===== src/rtl/seg_pkg.sv =====
// Shared types and constants for the multiplexed 7-segment display blocks.
package seg_pkg;

  typedef enum logic [1:0] {
    RESET,
    BLANK,
    DRIVE
  } states_t;

  localparam logic [6:0] SEG_BLANK = 7'h7F;
  localparam logic [3:0] ANODE_OFF = 4'hF;

  // Active-low {g,f,e,d,c,b,a} pattern for each hex digit, index 0 first.
  localparam logic [0:15][6:0] HEX_SEG = {
    7'b1000000, 7'b1111001, 7'b0100100, 7'b0110000,
    7'b0011001, 7'b0010010, 7'b0000010, 7'b1111000,
    7'b0000000, 7'b0010000, 7'b0001000, 7'b0000011,
    7'b1000110, 7'b0100001, 7'b0000110, 7'b0001110
  };

endpackage


===== src/rtl/seg_hex_decode.sv =====
// Hex nibble to active-low 7-segment pattern; purely combinational.
module seg_hex_decode
  import seg_pkg::*;
(
  input  logic [3:0] nibble,
  output logic [6:0] segment
);

  assign segment = HEX_SEG[nibble];

endmodule


===== src/rtl/seg_scan_ctrl.sv =====
// Scan controller for a 4-digit multiplexed 7-segment display.
// Double-buffers the display value and commits it only at frame ends.
//
//   state | meaning
//   RESET | held in reset, all outputs off
//   BLANK | anti-ghosting gap, all anodes off
//   DRIVE | digit idx driven (unless leading-zero blanked)
module seg_scan_ctrl
  import seg_pkg::*;
#(
  parameter int TICK_DIV = 100000,
  parameter int GAP_CYC  = 500
) (
  input  logic        clk,
  input  logic        rst,
  input  logic        wr_valid,
  output logic        wr_ready,
  input  logic [15:0] wr_data,
  input  logic [3:0]  wr_dp,
  input  logic        wr_lzb,
  output logic [6:0]  segment,
  output logic        dp,
  output logic [3:0]  anode,
  output logic        frame_done
);

  localparam int CW = $clog2(TICK_DIV);
  // Slot timers count down to zero, so the load value is the length minus one.
  localparam logic [CW-1:0] GAP_LOAD = CW'(GAP_CYC - 1);
  localparam logic [CW-1:0] DRV_LOAD = CW'(TICK_DIV - GAP_CYC - 1);

  states_t       state, state_nx;
  logic [CW-1:0] cnt, cnt_nx;
  logic [1:0]    idx, idx_nx;
  logic          frame_end;
  logic          fd_nx;

  logic [15:0]   disp_data, shd_data;
  logic [3:0]    disp_dp, shd_dp;
  logic          disp_lzb, shd_lzb;
  logic          pending, pending_nx;
  logic          accept, commit;

  logic [3:0]    zero_nib;
  logic [3:0]    blank_mask;
  logic [3:0]    nib_sel;
  logic [6:0]    seg_dec;

  assign zero_nib[3] = (disp_data[15:12] == 4'h0);
  assign zero_nib[2] = (disp_data[11:8]  == 4'h0);
  assign zero_nib[1] = (disp_data[7:4]   == 4'h0);
  assign zero_nib[0] = (disp_data[3:0]   == 4'h0);

  // A digit is blanked only while it and every digit to its left are zero.
  assign blank_mask[3] = disp_lzb & zero_nib[3];
  assign blank_mask[2] = blank_mask[3] & zero_nib[2];
  assign blank_mask[1] = blank_mask[2] & zero_nib[1];
  assign blank_mask[0] = 1'b0;

  // Outputs are computed for the digit about to be driven, not the current one.
  assign nib_sel = disp_data[{idx_nx, 2'b00} +: 4];

  seg_hex_decode u_dec (
    .nibble  (nib_sel),
    .segment (seg_dec)
  );

  assign accept     = wr_valid & wr_ready;
  assign commit     = frame_end & pending;
  assign pending_nx = accept | (pending & ~commit);

  // Next-state, slot timer and digit index sequencing.
  always_comb begin
    state_nx  = state;
    cnt_nx    = cnt;
    idx_nx    = idx;
    frame_end = 1'b0;
    case (state)
      RESET: begin
        state_nx = BLANK;
        cnt_nx   = GAP_LOAD;
        idx_nx   = 2'd3;
      end
      BLANK: begin
        if (cnt == '0) begin
          state_nx = DRIVE;
          cnt_nx   = DRV_LOAD;
        end else begin
          cnt_nx = cnt - CW'(1);
        end
      end
      DRIVE: begin
        if (cnt == '0) begin
          state_nx  = BLANK;
          cnt_nx    = GAP_LOAD;
          idx_nx    = idx - 2'd1;
          frame_end = (idx == 2'd0);
        end else begin
          cnt_nx = cnt - CW'(1);
        end
      end
      default: begin
        state_nx = RESET;
        cnt_nx   = '0;
        idx_nx   = 2'd3;
      end
    endcase
    fd_nx = (state_nx == DRIVE) && (idx_nx == 2'd0) && (cnt_nx == '0);
  end

  // FSM state plus registered pin outputs, updated together so pins never glitch.
  always_ff @(posedge clk or posedge rst) begin
    if (rst) begin
      state      <= RESET;
      cnt        <= '0;
      idx        <= 2'd3;
      anode      <= ANODE_OFF;
      segment    <= SEG_BLANK;
      dp         <= 1'b1;
      frame_done <= 1'b0;
    end else begin
      state      <= state_nx;
      cnt        <= cnt_nx;
      idx        <= idx_nx;
      frame_done <= fd_nx;
      if (state_nx == DRIVE && !blank_mask[idx_nx]) begin
        anode   <= ~(4'b0001 << idx_nx);
        segment <= seg_dec;
        dp      <= ~disp_dp[idx_nx];
      end else begin
        anode   <= ANODE_OFF;
        segment <= SEG_BLANK;
        dp      <= 1'b1;
      end
    end
  end

  // Shadow/display double buffer; a commit needs pending set before the frame-end edge.
  always_ff @(posedge clk or posedge rst) begin
    if (rst) begin
      shd_data  <= 16'h0000;
      shd_dp    <= 4'b0000;
      shd_lzb   <= 1'b0;
      disp_data <= 16'h0000;
      disp_dp   <= 4'b0000;
      disp_lzb  <= 1'b0;
      pending   <= 1'b0;
      wr_ready  <= 1'b0;
    end else begin
      if (accept) begin
        shd_data <= wr_data;
        shd_dp   <= wr_dp;
        shd_lzb  <= wr_lzb;
      end
      if (commit) begin
        disp_data <= shd_data;
        disp_dp   <= shd_dp;
        disp_lzb  <= shd_lzb;
      end
      pending  <= pending_nx;
      wr_ready <= ~pending_nx;
    end
  end

endmodule


===== config.mk =====
export PLATFORM = sky130hd
export DESIGN_NAME = seg_scan_ctrl
export DESIGN_NICKNAME = d
export VERILOG_FILES = /design/src/rtl/seg_pkg.sv /design/src/rtl/seg_hex_decode.sv /design/src/rtl/seg_scan_ctrl.sv
export SDC_FILE = /design/constraint.sdc
export NUM_CORES = 1
export LEC_CHECK = 0
export ABC_AREA = 1
export CORE_MARGIN = 2
export CORE_UTILIZATION = 55
export CTS_BUF_LIST = sky130_fd_sc_hd__clkbuf_16
export DETAILED_ROUTE_END_ITERATION = 7
export MAX_ROUTING_LAYER = met4
export PLACE_DENSITY = 0.83
export SYNTH_ARGS = -nofsm -noshare
export SYNTH_HDL_FRONTEND = slang
export SYNTH_HIERARCHICAL = 1
export SYNTH_SLANG_ARGS = --single-unit

===== constraint.sdc =====
create_clock -name clk -period 2.8 [get_ports clk]
set_input_delay 0.56 -clock clk [delete_from_list [all_inputs] [get_ports clk]]
set_output_delay 0.56 -clock clk [all_outputs]
set_load 0.05 [all_outputs]

==> results of run 1 <==
[power by group through the flow]
stage	registers, uW	clock network (uW)	logic [uW]
6_report	1260	1220	190
5_1_grt	1270	1290	223
4_1_cts	1260	1240	194
3_5_place_dp	1280	0	189
3_3_place_gp	1270	0	179
2_1_floorplan	1270	0	110
[cells in the mapped netlist (all sizes together) (2+ instances only)]
library cell / n
nor4: 2
nand3: 42
inv: 82
nor2: 40
ha: 14
a21oi: 4
xor2: 2
nand2: 182
dfrtp: 64
dfstp: 14
buf: 6
nand3b: 2
o21ai: 55
clkbuf: 7
[worst register-to-register path, delay by kind of cell (launching register included)]
family	cells	cell delay, ps
adders and majority gates	2	430
buffers and inverters	6	360
DFF	1	390
and+or+nand+nor	15	1360
[layer usage]
| metal | vias up | part of all wire, % | track usage [%] |
|---|---|---|---|
| li1 | 1717 | - | - |
| met1 | 1598 | 41 | 26.9 |
| met2 | 121 | 52 | 39.0 |
| met3 | 22 | 4.7 | 4.17 |
| met4 | 0 | 2.5 | 9.10 |
| met5 | - | 0 | - |
[cell usage in the layout, fill, tap and decap left out, types with 2 or more instances in the layout]
master                            instances
sky130_fd_sc_hd__clkdlybuf4s50_1         37
sky130_fd_sc_hd__inv_2                    9
sky130_fd_sc_hd__nand3_4                  4
sky130_fd_sc_hd__bufinv_16                2
sky130_fd_sc_hd__dfrtp_1                 64
sky130_fd_sc_hd__ha_1                    14
sky130_fd_sc_hd__buf_4                   15
sky130_fd_sc_hd__clkbuf_16                9
sky130_fd_sc_hd__o21ai_0                 51
sky130_fd_sc_hd__nand2_4                  2
sky130_fd_sc_hd__nor2_4                   8
sky130_fd_sc_hd__nor2_1                  25
sky130_fd_sc_hd__nor4_1                   2
sky130_fd_sc_hd__o21ai_1                  4
sky130_fd_sc_hd__a21oi_1                  4
sky130_fd_sc_hd__nor2_2                   7
sky130_fd_sc_hd__inv_1                   73
sky130_fd_sc_hd__clkinv_1                 2
sky130_fd_sc_hd__nand3_1                 33
sky130_fd_sc_hd__nand3_2                  6
sky130_fd_sc_hd__nand2_2                 18
sky130_fd_sc_hd__nand2_1                162
sky130_fd_sc_hd__nand3b_1                 2
sky130_fd_sc_hd__xor2_1                   2
sky130_fd_sc_hd__dfstp_2                 14
[area by class of cell]
type / count / share of cell area [%]
clock buffers: 9 / 4.47
inverters: 83 / 6.23
well taps: 99 / 2.46
clock inverters: 7 / 1.76
flip-flops and latches: 78 / 39.1
repair buffers: 53 / 9.98
multi-input cells: 349 / 36.0
[registers in the layout, summed over array words and instances (netlist names)]
signal / flops
wr_ready: 1
disp_lzb: 1
shd_lzb: 1
state: 2
pending: 1
anode: 4
cnt: 17
shd_data: 16
shd_dp: 4
frame_done: 1
segment: 7
idx: 2
disp_dp: 4
dp: 1
disp_data: 16
[stage by stage]
stage / cells / TNS (ps)
floorplan: 522 / 0
global placement: 652 / 0
detailed placement: 652 / 0
CTS: 668 / 0
global route: 678 / -76.3
finish: 678 / 0
[cells by family after synthesis]
logic type	Yosys count	synth area share (%)
XOR/XNOR	3	0.638
adder cells (fa/ha/maj)	14	4.26
AND/OR/NAND/NOR	271	30.3
buffers and inverters	96	9.60
flip-flops	78	47.8
AO/OA/AOI/OAI	60	7.33
[worst paths after layout]
kind	startpoint	to	slack [ps]	depth (start not counted)
worst max-delay path	cnt[1]	segment[3]	170	23
worst min-delay path	disp_dp[3]	disp_dp[3]	490	2
worst max register to register	cnt[1]	segment[3]	170	23
worst min register to register	disp_dp[3]	disp_dp[3]	490	2
max in group asynchronous	rst	anode[3]	1830	3
min in group asynchronous	rst	cnt[6]	630	3
[repair_timing]
action,in CTS,in global routing
gates resized for setup,0,16
hold buffers,0,0
setup buffers,0,9
setup endpoints to repair,0,7
==> Implementation_results.wiki, run 1 <==
{| class="wikitable"
! Metric !! Value
|-
| Status || finished clean
|-
| TritonCTS clock tree || yes
|-
| Internal || 2080 uW
|-
| Maximum root-to-sink buffer count || 2
|-
| Worst hold-check path type || reg2reg
|-
| Comb power frac || 7.1%
|-
| Share of layout cells above drive strength 1 || 17.1%
|-
| Share of power burned in the clock network || 45.8%
|-
| Die width || 90.5 um
|-
| CP delay by family, top || simple AND/OR/NAND/NOR gates
|-
| Worst path required time || 3050 ps
|-
| Number of max-cap violations || 0
|-
| Register share of total power || 47.1%
|-
| Total DRC errors in the routed layout || 0
|-
| Time the worst path needs with I/O delays and setup || 2630 ps
|-
| Count of input and output buffers || 37
|-
| Leakage power || 0.00249 uW
|-
| Number of buffers and inverters on the critical path || 6
|-
| Cell at the slowest stage of the critical path || sky130_fd_sc_hd__dfrtp_1
|-
| Post-synthesis sequential element count || 78
|-
| Most used cell, CP || sky130_fd_sc_hd__nand2_1
|-
| Floorplan die height || 90.5 um
|-
| Number of buffers created by CTS || 9
|-
| Worst VDD drop || 0.325 mV
|-
| Area of the multi-input gates || 1810 um^2
|-
| Startpoint types || flip-flop
|-
| Row count || 31
|-
| Count of flip-flops with a built-in enable after synthesis || 0
|-
| I/O Pins || 38
|-
| Clock latency at the later pin of the worst-skew pair || 330 ps
|-
| Skew final || 11.2 ps
|-
| Worst slack after detailed placement || 56.8 ps
|-
| Avg Synthesized Cell Area || 7.89 um^2
|-
| Primary FF master, synth || sky130_fd_sc_hd__dfrtp_1
|-
| Fillers || 572
|-
| Avg Vias per Cell || 5.10
|-
| Maximum clock frequency || 380 MHz
|-
| Data arrival, critical path || 2880 ps
|-
| Synth area leader || sky130_fd_sc_hd__dfrtp_1
|-
| Clock slew seen by the registers of the worst setup and hold paths || 60 ps
|-
| Sort of element at the end of the critical path || flip-flop
|-
| Global-route wire length before repair || 14.7 mm
|-
| Starting DRT DRC Count || 169
|-
| Switch Pwr || 587 uW
|-
| Final GP Congestion || 0.902
|-
| Root buf cell || sky130_fd_sc_hd__clkbuf_16
|-
| Final standard cell area without fillers || 5040 um^2
|-
| Critical path's largest stage delay || 390 ps
|-
| Slew of the pin with the lowest slew margin || 514 ps
|-
| Vias in the first global route || 3308
|-
| Overall Global Routing Usage || 22.9%
|-
| Number of inserted diodes || 0
|-
| Final hold vios || 0
|-
| Clock tree sinks || 78
|-
| Slew headroom || 65.7%
|-
| Switching part of the total power || 22.0%
|-
| Number of standard cells after synthesis || 522
|-
| Number of warnings printed during yosys synthesis || 6
|-
| Initial antenna violation count || 0
|-
| Proportion of register bits with asynchronous set or reset after synthesis || 100%
|-
| Most area-consuming cells after synthesis || sky130_fd_sc_hd__dfrtp_1, sky130_fd_sc_hd__nand2_1, sky130_fd_sc_hd__dfstp_2
|-
| Final core utilization || 69.5%
|-
| Total Wirelength || 8.76 mm
|-
| Largest fanout of any net on the critical path || 7
|-
| Nets || 612
|-
| Distinct cell type count after synthesis || 30
|-
| Floorplan Core Area || 7250 um^2
|-
| GRT Residual Overflow || 0
|-
| Final Slew Violations || 0
|-
| Area share of the leading cell type in the synthesized netlist || 38.9%
|-
| Largest net degree at the start of global routing || 79
|-
| Vias || 3458
|-
| H-Tree Depth || 3
|-
| Area added between synthesis and finish || 22.4%
|-
| Setup Viol. Count Final || 0
|-
| Dpl hpwl || 5.88 mm
|-
| Number of nets in the synthesized netlist || 560
|-
| Number of optimization iterations in the first detailed-route pass || 5
|-
| Worst Setup Slack, final || 171 ps
|-
| Routed wire length per instance || 12.9 um
|-
| Seq/Total Area, Yosys || 47.8%
|-
| P per Cell Area || 529 nW/um^2
|-
| Category of the critical setup timing path || reg2reg
|-
| Area taken by flip-flops and latches || 1970 um^2
|-
| Final total power || 2670 uW
|-
| Die footprint || 8190 um^2
|-
| Cell Chain, Critical Path || inv_2 -> ha_1 -> inv_1 -> nor2_1 -> nand2_2 -> nor2_4 -> nand2_2 -> nor2_4 -> nand2_2 -> nand3_4 -> inv_4 -> nor2_4 -> nand2_1 -> nand3_2 -> inv_2 -> ha_1 -> inv_1 -> nand2_1 -> nand2_1 -> nand2_1 -> nand2_1 -> inv_1 -> nand2_2
|-
| Worst hold slack after final layout || 489 ps
|-
| Synthesized area || 4120 um^2
|-
| Count of antenna-violating nets left after detailed routing || 0
|-
| Initial cell density of the core || 56.8%
|-
| Dpl cell area || 4590 um^2
|-
| Final period utilization || 93.9%
|}
Power figures use the tool's default switching activity.
==> run 2, diff against run 1 <==
- CORE_MARGIN: 2 -> 3
- GPL_TIMING_DRIVEN: unset -> 1
==> run 2 against run 1 <==
  * Fmax decreased by 0.17%
  * Non-clock buffer count is 3 lower
  * Final cell count shrank 0.88%
==> Implementation_results.wiki, run 2 (same netlist as run 1, synthesis figures left out) <==
{| class="wikitable"
! Metric !! Value
|-
| Worst VDD drop || 0.565 mV
|-
| Data arrival, critical path || 2910 ps
|-
| GRT Residual Overflow || 0
|-
| Die width || 92.5 um
|-
| Largest fanout of any net on the critical path || 6
|-
| Commonest non-fill, non-tap cell in the layout || sky130_fd_sc_hd__nand2_1
|-
| Sort of element at the end of the critical path || flip-flop
|-
| Top routing layer used || met4
|-
| Number of buffers created by CTS || 9
|-
| Total Wirelength || 8.69 mm
|-
| Leakage power || 0.00245 uW
|-
| Setup Viol. Count Final || 0
|-
| Avg Vias per Cell || 5.14
|-
| Regs by FF count || cnt: 17 flops, disp_data: 16 flops, shd_data: 16 flops
|-
| Floorplan die height || 92.5 um
|-
| Number of optimization iterations in the first detailed-route pass || 5
|-
| Count of input and output buffers || 37
|-
| Number of hold buffers added after CTS || 0
|-
| Vias in the first global route || 3371
|-
| H-Tree Depth || 3
|-
| Nets || 609
|-
| Maximum clock frequency || 380 MHz
|-
| Total DRC errors in the routed layout || 0
|-
| Length of routed met3 wiring || 470 um
|-
| Largest net degree at the start of global routing || 79
|-
| Routed wire length per instance || 12.9 um
|-
| P per Cell Area || 527 nW/um^2
|-
| Worst hold slack after final layout || 474 ps
|-
| Clock slew seen by the registers of the worst setup and hold paths || 60 ps
|-
| Routed metal-1 wirelength || 3.62 mm
|-
| Slew of the pin with the lowest slew margin || 516 ps
|-
| Non-filler instance count after layout || 672
|-
| Row count || 30
|-
| TritonCTS clock tree || yes
|-
| Die footprint || 8560 um^2
|-
| Initial cell density of the core || 58.6%
|-
| Time the worst path needs with I/O delays and setup || 2630 ps
|-
| Most frequent cells in the layout || sky130_fd_sc_hd__nand2_1, sky130_fd_sc_hd__inv_1, sky130_fd_sc_hd__dfrtp_1
|-
| Final GP Congestion || 0.890
|-
| Number of max-cap violations || 0
|-
| Final Slew Violations || 0
|-
| Share of layout cells above drive strength 1 || 16.3%
|-
| Summed negative setup slack over all endpoints || 0 ps
|-
| Final standard cell area without fillers || 5010 um^2
|-
| Initial antenna violation count || 0
|-
| Vias || 3452
|-
| Maximum root-to-sink buffer count || 2
|-
| I/O Pins || 38
|-
| Met2 Wirelength || 4.39 mm
|-
| Worst path required time || 3080 ps
|-
| Dpl cell area || 4590 um^2
|-
| Final hold vios || 0
|-
| Worst Setup Slack, final || 166 ps
|-
| Number of inserted diodes || 0
|-
| Overall Global Routing Usage || 21.7%
|-
| Floorplan Core Area || 7020 um^2
|-
| Count of antenna-violating nets left after detailed routing || 0
|-
| Clock tree sinks || 78
|-
| Root buf cell || sky130_fd_sc_hd__clkbuf_16
|-
| Status || finished clean
|-
| Area added between synthesis and finish || 21.7%
|-
| Worst slack after detailed placement || 52.5 ps
|-
| Max FFs per register || 17
|-
| Clock latency at the later pin of the worst-skew pair || 330 ps
|-
| Dpl hpwl || 5.81 mm
|-
| Starting DRT DRC Count || 197
|-
| Worst hold-check path type || reg2reg
|-
| Startpoint types || flip-flop
|-
| Register bank with the most flops || cnt
|-
| Slew headroom || 65.5%
|-
| Global-route wire length before repair || 14.4 mm
|-
| Skew final || 7.63 ps
|-
| Final period utilization || 94.1%
|-
| Category of the critical setup timing path || reg2reg
|-
| Instance count after placement with tap cells included || 649
|}
==> run 2: changes by cell type in the layout (fill, tap and decap cells not counted), sizes merged <==
cell,delta
buf,-3
==> run 2: layout make-up <==
cell class	instances	area, um^2
inverters	83	317
clock inverters	7	83.8
well taps	96	120
multi-input cells	349	1810
fillers	524	2010
clock buffers	9	225
repair buffers	50	480
flip-flops and latches	78	1970
==> run 2: stage by stage <==
step / utilization, % / power [uW]
global route: 71.4 / 2750
CTS: 69.8 / 2670
detailed placement: 65.4 / 1460
floorplan: - / 1380
finish: 71.4 / 2640
global placement: 65.4 / 1450
==> run 2: timing repair <==
| item | in CTS | in global routing |
|---|---|---|
| gates resized for setup | 0 | 17 |
| buffers inserted | 0 | 6 |
| endpoints found under the setup margin | 0 | 7 |
==> run 2: final timing paths <==
kind | end | slack [ps] | from | cells after the start
hold / removal | wr_ready | 470 | pending | 1
hold reg to reg | wr_ready | 470 | pending | 1
min in group asynchronous | cnt[4] | 630 | rst | 3
setup / recovery | segment[3] | 170 | cnt[1] | 23
max in group asynchronous | anode[3] | 1820 | rst | 3
setup reg to reg | segment[3] | 170 | cnt[1] | 23
==> run 2: layer usage <==
metal  GRT usage [%]  vias up
li1                -     1711
met1            24.9     1593
met2            35.3      123
met3            7.07       25
met4            9.03        0
met5               -        -
==> run 2: critical path, stage by stage (launching register included) <==
cell and delay (ps):
sky130_fd_sc_hd__dfrtp_1 370, sky130_fd_sc_hd__inv_1 100, sky130_fd_sc_hd__ha_1 160, sky130_fd_sc_hd__inv_1 40, sky130_fd_sc_hd__nor2_1 100, sky130_fd_sc_hd__nand2_2 110
sky130_fd_sc_hd__nor2_4 110, sky130_fd_sc_hd__nand2_2 80, sky130_fd_sc_hd__nor2_4 140, sky130_fd_sc_hd__nand2_2 110, sky130_fd_sc_hd__nand3_4 120, sky130_fd_sc_hd__nand2_1 90
sky130_fd_sc_hd__o21ai_1 110, sky130_fd_sc_hd__nand2_1 70, sky130_fd_sc_hd__nand3_1 100, sky130_fd_sc_hd__inv_2 70, sky130_fd_sc_hd__ha_1 310, sky130_fd_sc_hd__inv_1 70
sky130_fd_sc_hd__nand2_1 50, sky130_fd_sc_hd__nand2_1 60, sky130_fd_sc_hd__nand2_1 50, sky130_fd_sc_hd__nand2_1 60, sky130_fd_sc_hd__inv_1 40, sky130_fd_sc_hd__nand2_2 50
==> run 2: power breakdown <==
part / internal, uW / switching, uW / total, uW
clock network: 769 / 432 / 1200
logic: 74.2 / 110 / 184
registers: 1230 / 26.4 / 1260
total: 2070 / 569 / 2640
